### config.mk
export PLATFORM = sky130hd
export DESIGN_NAME = dmem_access_unit
export DESIGN_NICKNAME = d
export VERILOG_FILES = /design/src/rtl/dmem_access_unit_pkg.sv /design/src/rtl/dmem_access_unit_tracker.sv /design/src/rtl/dmem_access_unit.sv
export SDC_FILE = /design/constraint.sdc
export NUM_CORES = 1
export LEC_CHECK = 0
export ABC_AREA = 1
export CORE_ASPECT_RATIO = 2
export CORE_UTILIZATION = 40
export DETAILED_ROUTE_END_ITERATION = 12
export PLACE_DENSITY = 0.88
export SLEW_MARGIN = 20
export SYNTH_ARGS = -nofsm -noshare
export SYNTH_HDL_FRONTEND = slang
export SYNTH_SLANG_ARGS = --single-unit
### constraint.sdc
create_clock -name clk -period 1.3 [get_ports clk]
set_input_delay 0.26 -clock clk [delete_from_list [all_inputs] [get_ports clk]]
set_output_delay 0.26 -clock clk [all_outputs]
set_load 0.005 [all_outputs]
### src/rtl/dmem_access_unit_pkg.sv
// Shared types for the data-memory port stage: read-origin tag and the captured EX request.
package dmem_access_unit_pkg;

  typedef enum logic {
    ORG_PIPE = 1'b0,
    ORG_TEST = 1'b1
  } mem_origin_t;

  typedef struct packed {
    logic        csb;
    logic        web;
    logic [31:0] addr;
    logic [31:0] wdata;
  } dmem_req_t;

  function automatic logic is_read(input logic csb, input logic web);
    return (csb == 1'b0) && (web == 1'b1);
  endfunction

endpackage

### src/rtl/dmem_access_unit_tracker.sv
// Read-latency tracker: a READ_LAT-deep shift line of {valid, origin}; the last stage marks
// the cycle in which the SRAM presents data for a read issued READ_LAT cycles earlier.
module rd_latency_tracker
  import dmem_access_unit_pkg::*;
#(
  parameter int READ_LAT = 2
) (
  input  logic        clk,
  input  logic        rst,
  input  logic        issue,
  input  mem_origin_t origin,
  output logic        done_pipe,
  output logic        done_test
);

  logic [READ_LAT-1:0] vld_q;
  mem_origin_t         org_q [READ_LAT];

  always_ff @(posedge clk) begin
    if (rst) begin
      vld_q <= '0;
      for (int i = 0; i < READ_LAT; i++) org_q[i] <= ORG_PIPE;
    end else begin
      vld_q[0] <= issue;
      org_q[0] <= origin;
      for (int i = 1; i < READ_LAT; i++) begin
        vld_q[i] <= vld_q[i-1];
        org_q[i] <= org_q[i-1];
      end
    end
  end

  assign done_pipe = vld_q[READ_LAT-1] && (org_q[READ_LAT-1] == ORG_PIPE);
  assign done_test = vld_q[READ_LAT-1] && (org_q[READ_LAT-1] == ORG_TEST);

endmodule

### src/rtl/dmem_access_unit.sv
// Data-memory port stage: muxes the SRAM between the EX request and the startup self-test,
// holds the request across stalls, and routes read data back by the origin tagged at issue.
module dmem_access_unit
  import dmem_access_unit_pkg::*;
#(
  parameter int               ADDR_W       = 10,
  parameter int               READ_LAT     = 2,
  parameter logic [ADDR_W-1:0] TEST_ADDR   = 10'h001,
  parameter logic [31:0]      TEST_PATTERN = 32'hFFFF_FFFF
) (
  input  logic              clk,
  input  logic              rst,
  input  logic              test_en,
  input  logic              test_mem_csb,
  input  logic              test_mem_we,
  input  logic              enable_cs,
  input  logic              stop_pipelinen,
  input  logic              csb_ex,
  input  logic              web_ex,
  input  logic [31:0]       addr_ex,
  input  logic [31:0]       wdata_ex,
  input  logic [31:0]       mem_rdata,
  output logic              mem_csb,
  output logic              mem_web,
  output logic [ADDR_W-1:0] mem_addr,
  output logic [31:0]       mem_wdata,
  output logic [31:0]       rdata_mem,
  output logic              rdata_valid,
  output logic [31:0]       test_mem_data
);

  dmem_req_t   req_q;
  dmem_req_t   req_src;
  mem_origin_t issue_origin;
  logic        rd_issue;
  logic        done_pipe;
  logic        done_test;
  logic        unused_addr_bits;

  always_ff @(posedge clk) begin
    if (rst) begin
      req_q <= '0;
    end else if (stop_pipelinen && !test_en) begin
      req_q <= '{csb: csb_ex, web: web_ex, addr: addr_ex, wdata: wdata_ex};
    end
  end

  // While stalled the SRAM keeps seeing the request captured before the stall.
  always_comb begin
    req_src = req_q;
    if (stop_pipelinen) req_src = '{csb: csb_ex, web: web_ex, addr: addr_ex, wdata: wdata_ex};
  end

  // Only the word index reaches the SRAM; byte offset and high bits wrap silently.
  assign unused_addr_bits = ^{req_src.addr[1:0], req_src.addr[31:ADDR_W+2]};

  always_comb begin
    mem_csb   = 1'b1;
    mem_web   = 1'b1;
    mem_addr  = '0;
    mem_wdata = '0;
    if (!rst) begin
      if (test_en) begin
        mem_csb   = ~test_mem_csb;
        mem_web   = ~test_mem_we;
        mem_addr  = TEST_ADDR;
        mem_wdata = TEST_PATTERN;
      end else begin
        mem_csb   = req_src.csb | enable_cs;
        mem_web   = req_src.web;
        mem_addr  = req_src.addr[ADDR_W+1:2];
        mem_wdata = req_src.wdata;
      end
    end
  end

  assign rd_issue     = is_read(mem_csb, mem_web);
  assign issue_origin = test_en ? ORG_TEST : ORG_PIPE;

  rd_latency_tracker #(
    .READ_LAT (READ_LAT)
  ) u_tracker (
    .clk       (clk),
    .rst       (rst),
    .issue     (rd_issue),
    .origin    (issue_origin),
    .done_pipe (done_pipe),
    .done_test (done_test)
  );

  // rdata_valid is a one-cycle strobe with no ready: MEM/WB samples rdata_mem in that cycle,
  // and the value stays held until the next pipeline load completes.
  always_ff @(posedge clk) begin
    if (rst) begin
      rdata_mem     <= '0;
      rdata_valid   <= 1'b0;
      test_mem_data <= '0;
    end else begin
      rdata_valid <= done_pipe;
      if (done_pipe) rdata_mem <= mem_rdata;
      if (done_test) test_mem_data <= mem_rdata;
    end
  end

endmodule
; Word level (Yosys, flattened, before mapping)
; Memory sizes are Yosys's and may differ from the RTL's.
; Index checks and enable logic that the tools add are counted.
; W data, S select, Z words.
[word_totals]
reg_bits = 133
ram_bits = 2
output_inout_bits = 109
word_cells = 36
mem_count = 1
[op_classes]
n_mux = 15
n_bitwise = 7
reduce_logical = 5
[memory_table]
columns = memory, words, word_bits, rd, rd_ports_with_merged_regs, write_ports, line
row1 = u_tracker.org_q, 2, 1, 2, 0, 2, dmem_access_unit_tracker.sv:17  ; mem_origin_t org_q [READ_LAT];
[op_table]
columns = operator, count
row1 = $mux W66, 1
row2 = $mux W32, 2
row3 = $mux W10, 2
row4 = $mux W1, 10
row5 = $logic_and A1 B1 Y1, 4
row6 = $not A1 Y1, 4
row7 = $or A1 B1 Y1, 3
row8 = $logic_not A1 Y1, 1

; Logic depth before layout (Yosys ltp)
[depth]
word_depth = 6
depth_mapped = 6
ltp_nobuf = 6

; Modules after synthesis
; A second synthesis with hierarchy kept.
[unflattened]
hier_cells = 559
area_unflattened_um2 = 4210.3
[by_module_without_submodules]
columns = module, instances, cells_each, area_each_um2, seq_area_each_um2
row1 = dmem_access_unit, 1, 543, 4082.7, 2182.1
row2 = rd_latency_tracker, 1, 16, 127.6, 80.1

; Worst setup path before layout
; No wires, ideal clock.
[synth_timing]
path_type = input -> output
from = input rst
to = output mem_wdata[9]
arrival_time_ns = 0.967
t_required_ns = 1.040
setup_slack_ns = 0.073
path_stages = 5
n_path_buf = 2
cell_sequence = buf_6 > inv_4 > clkbuf_1 > o21ai_0 > a21oi_1
[synth_via]
elab_chain_cells = 1
[synth_lines]
columns = element, line
row1 = start: declaration, dmem_access_unit.sv:12  ; input logic rst,
row2 = $mux W32, dmem_access_unit.sv:62  ; if (!rst) begin
row3 = end: declaration, dmem_access_unit.sv:26  ; output logic [31:0] mem_wdata,
; No other way between the ends.

; Final worst setup path
[layout_timing]
from = input stop_pipelinen
to = output mem_wdata[20]
[layout_via]
elab_chain_cells = 3
[layout_lines]
columns = element, line
row1 = start: declaration, dmem_access_unit.sv:17  ; input logic stop_pipelinen,
row2 = $mux W66, dmem_access_unit.sv:51  ; if (stop_pipelinen) req_src = '{csb: csb_ex, web: web_ex, addr: addr_ex, wdata: wdata_ex};
row3 = $mux W32, dmem_access_unit.sv:63  ; if (test_en) begin
row4 = $mux W32, dmem_access_unit.sv:62
; No other way between the ends.

==> qor.yml <==
post_dp_cell_area_um2: 6580
status: "finished, violations left"
cp_num_cells: 6
fp.dieW_um: 74.5
cp-end-kind: "output port"
tritoncts: "built"
gp_congestion: 0.812
drive_above_1_share_pct: 32.4
avgSynthCellArea_um2: 7.53
holdPathStages: 4
leakage_nw: 3.71
fin_nets: 942
start_util_pct: 41.5
synth-warning-count: 0
core_region_area_um2: 10100
clockBufferDepth: 2
setup_viol: 44
rsz0062_at_grt: "true"
worst_slack_ns: -0.287
worstPathCellList: "buf_4 > nand2_4 > bufbuf_16 > o21ai_4 > a21oi_1 > dlygate4sd2_1"
synthCells: 559
hold_viol: 0
fin_crit_ns: 1.59
cts_hold_buf: 0
slowest_stage: "bufbuf_16"
dp_hpwl_um: 9540
finalWirelength_um: 18500
dr.max_layer_used: "met4"
syn_nets: 664
stdcell_count: 985
critPathTopFamily: "buffers and inverters"
wl_met3_um: 1070
grt_overflow_total: 0
wl_met2_um: 9980
port_buffers: 191
cp.arrival_ns: 1.33
synth_seq_cells: 113
dpl_worst_slack_ns: -0.957
antenna_found_initial: 0
drv_slew: 0
syn-cell-area_um2: 4210
vias: 5243
cts_buffers: 17
drt_iter0_drc: 281
final_area_um2: 8180
relSlewSlack_pct: 64.8
fmax_mhz: 630
drc: 0
fin_crit_sh_pct: 122
critical_path.max_fanout: 12
wl_met1_um: 5990
grtUsageTotal_pct: 33.9
hold_class: "input pin to flip-flop"
tightest_slew_ns: 0.527
cts_root_buf: "clkbuf_16"
cp.required_ns: 1.04
h-tree-depth: 4
path_buf_inv: 3
rows: 52
critPathKind: "input pin to output port"
io_pins: 214
clkTransAtPathRegs_ns: 0.06
first_pass_iters: 6
wl_per_cell_um: 18.8
ys_types: 16
post-place-cells: 904
drv_cap: 0
worstSetupStartpointType: "input pin"
routed_via_density: 5.32
violations: "setup timing"
grt_pass1_vias: 5612
grt_max_degree: 65
power_density_nw_per_um2: 1290
setup-tns-final_ns: -7.56
postRouteAntennaNets: 0
grt_pass1_wl_um: 27600
cpPeakStageDelay_ns: 0.30
max-vdd-ir-drop_mv: 0.933
clock-sinks: 113
die_y_um: 147
synth-seq-area-share_pct: 53.7
fin_skew_ns: 0.00640
area_growth_pct: 94.4
n_antenna_cell: 0
die_area_um2: 11000
reg2reg_depth: 8
worstSkewPairLatency_ns: 0.41
==> metrics by stage <==
| stage | hold slack [ns] | util, % | power, mW |
|---|---|---|---|
| 6_report | 0.234 | 80.6 | 10.5 |
| 5_1_grt | 0.211 | 80.6 | 10.9 |
| 4_1_cts | 0.177 | 79.3 | 10.4 |
| 3_5_place_dp | 0.403 | 64.8 | 4.91 |
| 3_3_place_gp | 0.389 | 64.8 | 4.86 |
| 2_1_floorplan | 0.382 | - | 4.13 |
==> cell usage after synthesis <==
cell type	n	area share, %
buf_6	1	0.27
inv_2	2	0.18
nor2_2	1	0.15
o21ai_0	75	8.9
dfxtp_1	113	54
inv_1	42	3.7
a21oi_1	86	10
nand2_2	1	0.15
o21ai_1	22	2.6
nor2_1	138	12
buf_2	21	2.5
nand2_1	39	3.5
and3_1	1	0.15
clkbuf_1	15	1.3
inv_4	1	0.15
nand3_1	1	0.12
==> worst reg2reg max path, cell delays in order (launching register included) <==
cell and delay [ns]:
dfxtp_2 0.33, nand2_2 0.06, nand2_1 0.06, nor2_1 0.10, nor2_1 0.08, buf_4 0.13
buf_4 0.12, buf_4 0.14, nor2_4 0.11
==> layout by cell type, fill, tap and decap left out, drive strengths merged <==
master / Yosys / routed
and3: 1 / 1
nand2: 40 / 40
clkinv: 0 / 4
inv: 45 / 49
clkinvlp: 0 / 2
dlygate4sd2: 0 / 60
bufbuf: 0 / 3
clkdlybuf4s15: 0 / 13
nand3: 1 / 1
dlymetal6s2s: 0 / 1
buf: 22 / 143
nor2: 139 / 139
dfxtp: 113 / 113
bufinv: 0 / 5
o21ai: 97 / 97
a21oi: 86 / 86
clkbuf: 15 / 21
clkdlybuf4s50: 0 / 72
==> final cells by class <==
| cell class | instances | area, µm² |
|---|---|---|
| tap | 135 | 169 |
| fill | 600 | 1970 |
| inverter | 45 | 184 |
| clock inverter | 14 | 229 |
| sequential | 113 | 2270 |
| timing repair buffer | 295 | 2840 |
| timing repair inverter | 1 | 11.3 |
| multi-input combinational | 364 | 2040 |
| clock buffer | 18 | 439 |
==> layer usage <==
metal / up-vias / track usage [%]
li1: 2371 / -
met1: 2442 / 30.3
met2: 312 / 61.7
met3: 118 / 7.41
met4: 0 / 26.1
met5: - / 0
==> what timing repair did <==
item / in CTS / in global routing
cloned: 13 / 0
setup buffers: 33 / 6
pin swaps: 37 / 21
resized for setup: 385 / 49
hold endpoints to repair: 0 / 0
endpoints found under the setup margin: 112 / 58
==> report_power, final <==
| part | internal, mW | switching [mW] | total [mW] |
|---|---|---|---|
| registers | 3.61 | 0.0698 | 3.68 |
| clock network | 3.49 | 1.77 | 5.25 |
| logic | 0.857 | 0.750 | 1.61 |
==> worst paths after layout <==
path | from | end | slack, ns
worst max-delay path | stop_pipelinen | mem_wdata[20] | -0.29
worst min-delay path | test_en | u_tracker.org_q[0][0] | 0.23
worst max register to register | req_q[65] | u_tracker.vld_q[0] | 0.12
worst min register to register | u_tracker.vld_q[0] | u_tracker.vld_q[1] | 0.41
==> cell families after synthesis <==
logic type / synth area share, %
buf+inv: 8.17
compound gates: 21.8
flops: 53.7
simple gates: 16.3
==> flip-flops by register name, indices dropped and copies added (netlist names) <==
| name | flops |
|---|---|
| rdata_mem | 32 |
| rdata_valid | 1 |
| req_q | 44 |
| test_mem_data | 32 |
| u_tracker.org_q | 2 |
| u_tracker.vld_q | 2 |
Note: power is estimated with default switching activity, not from simulation.
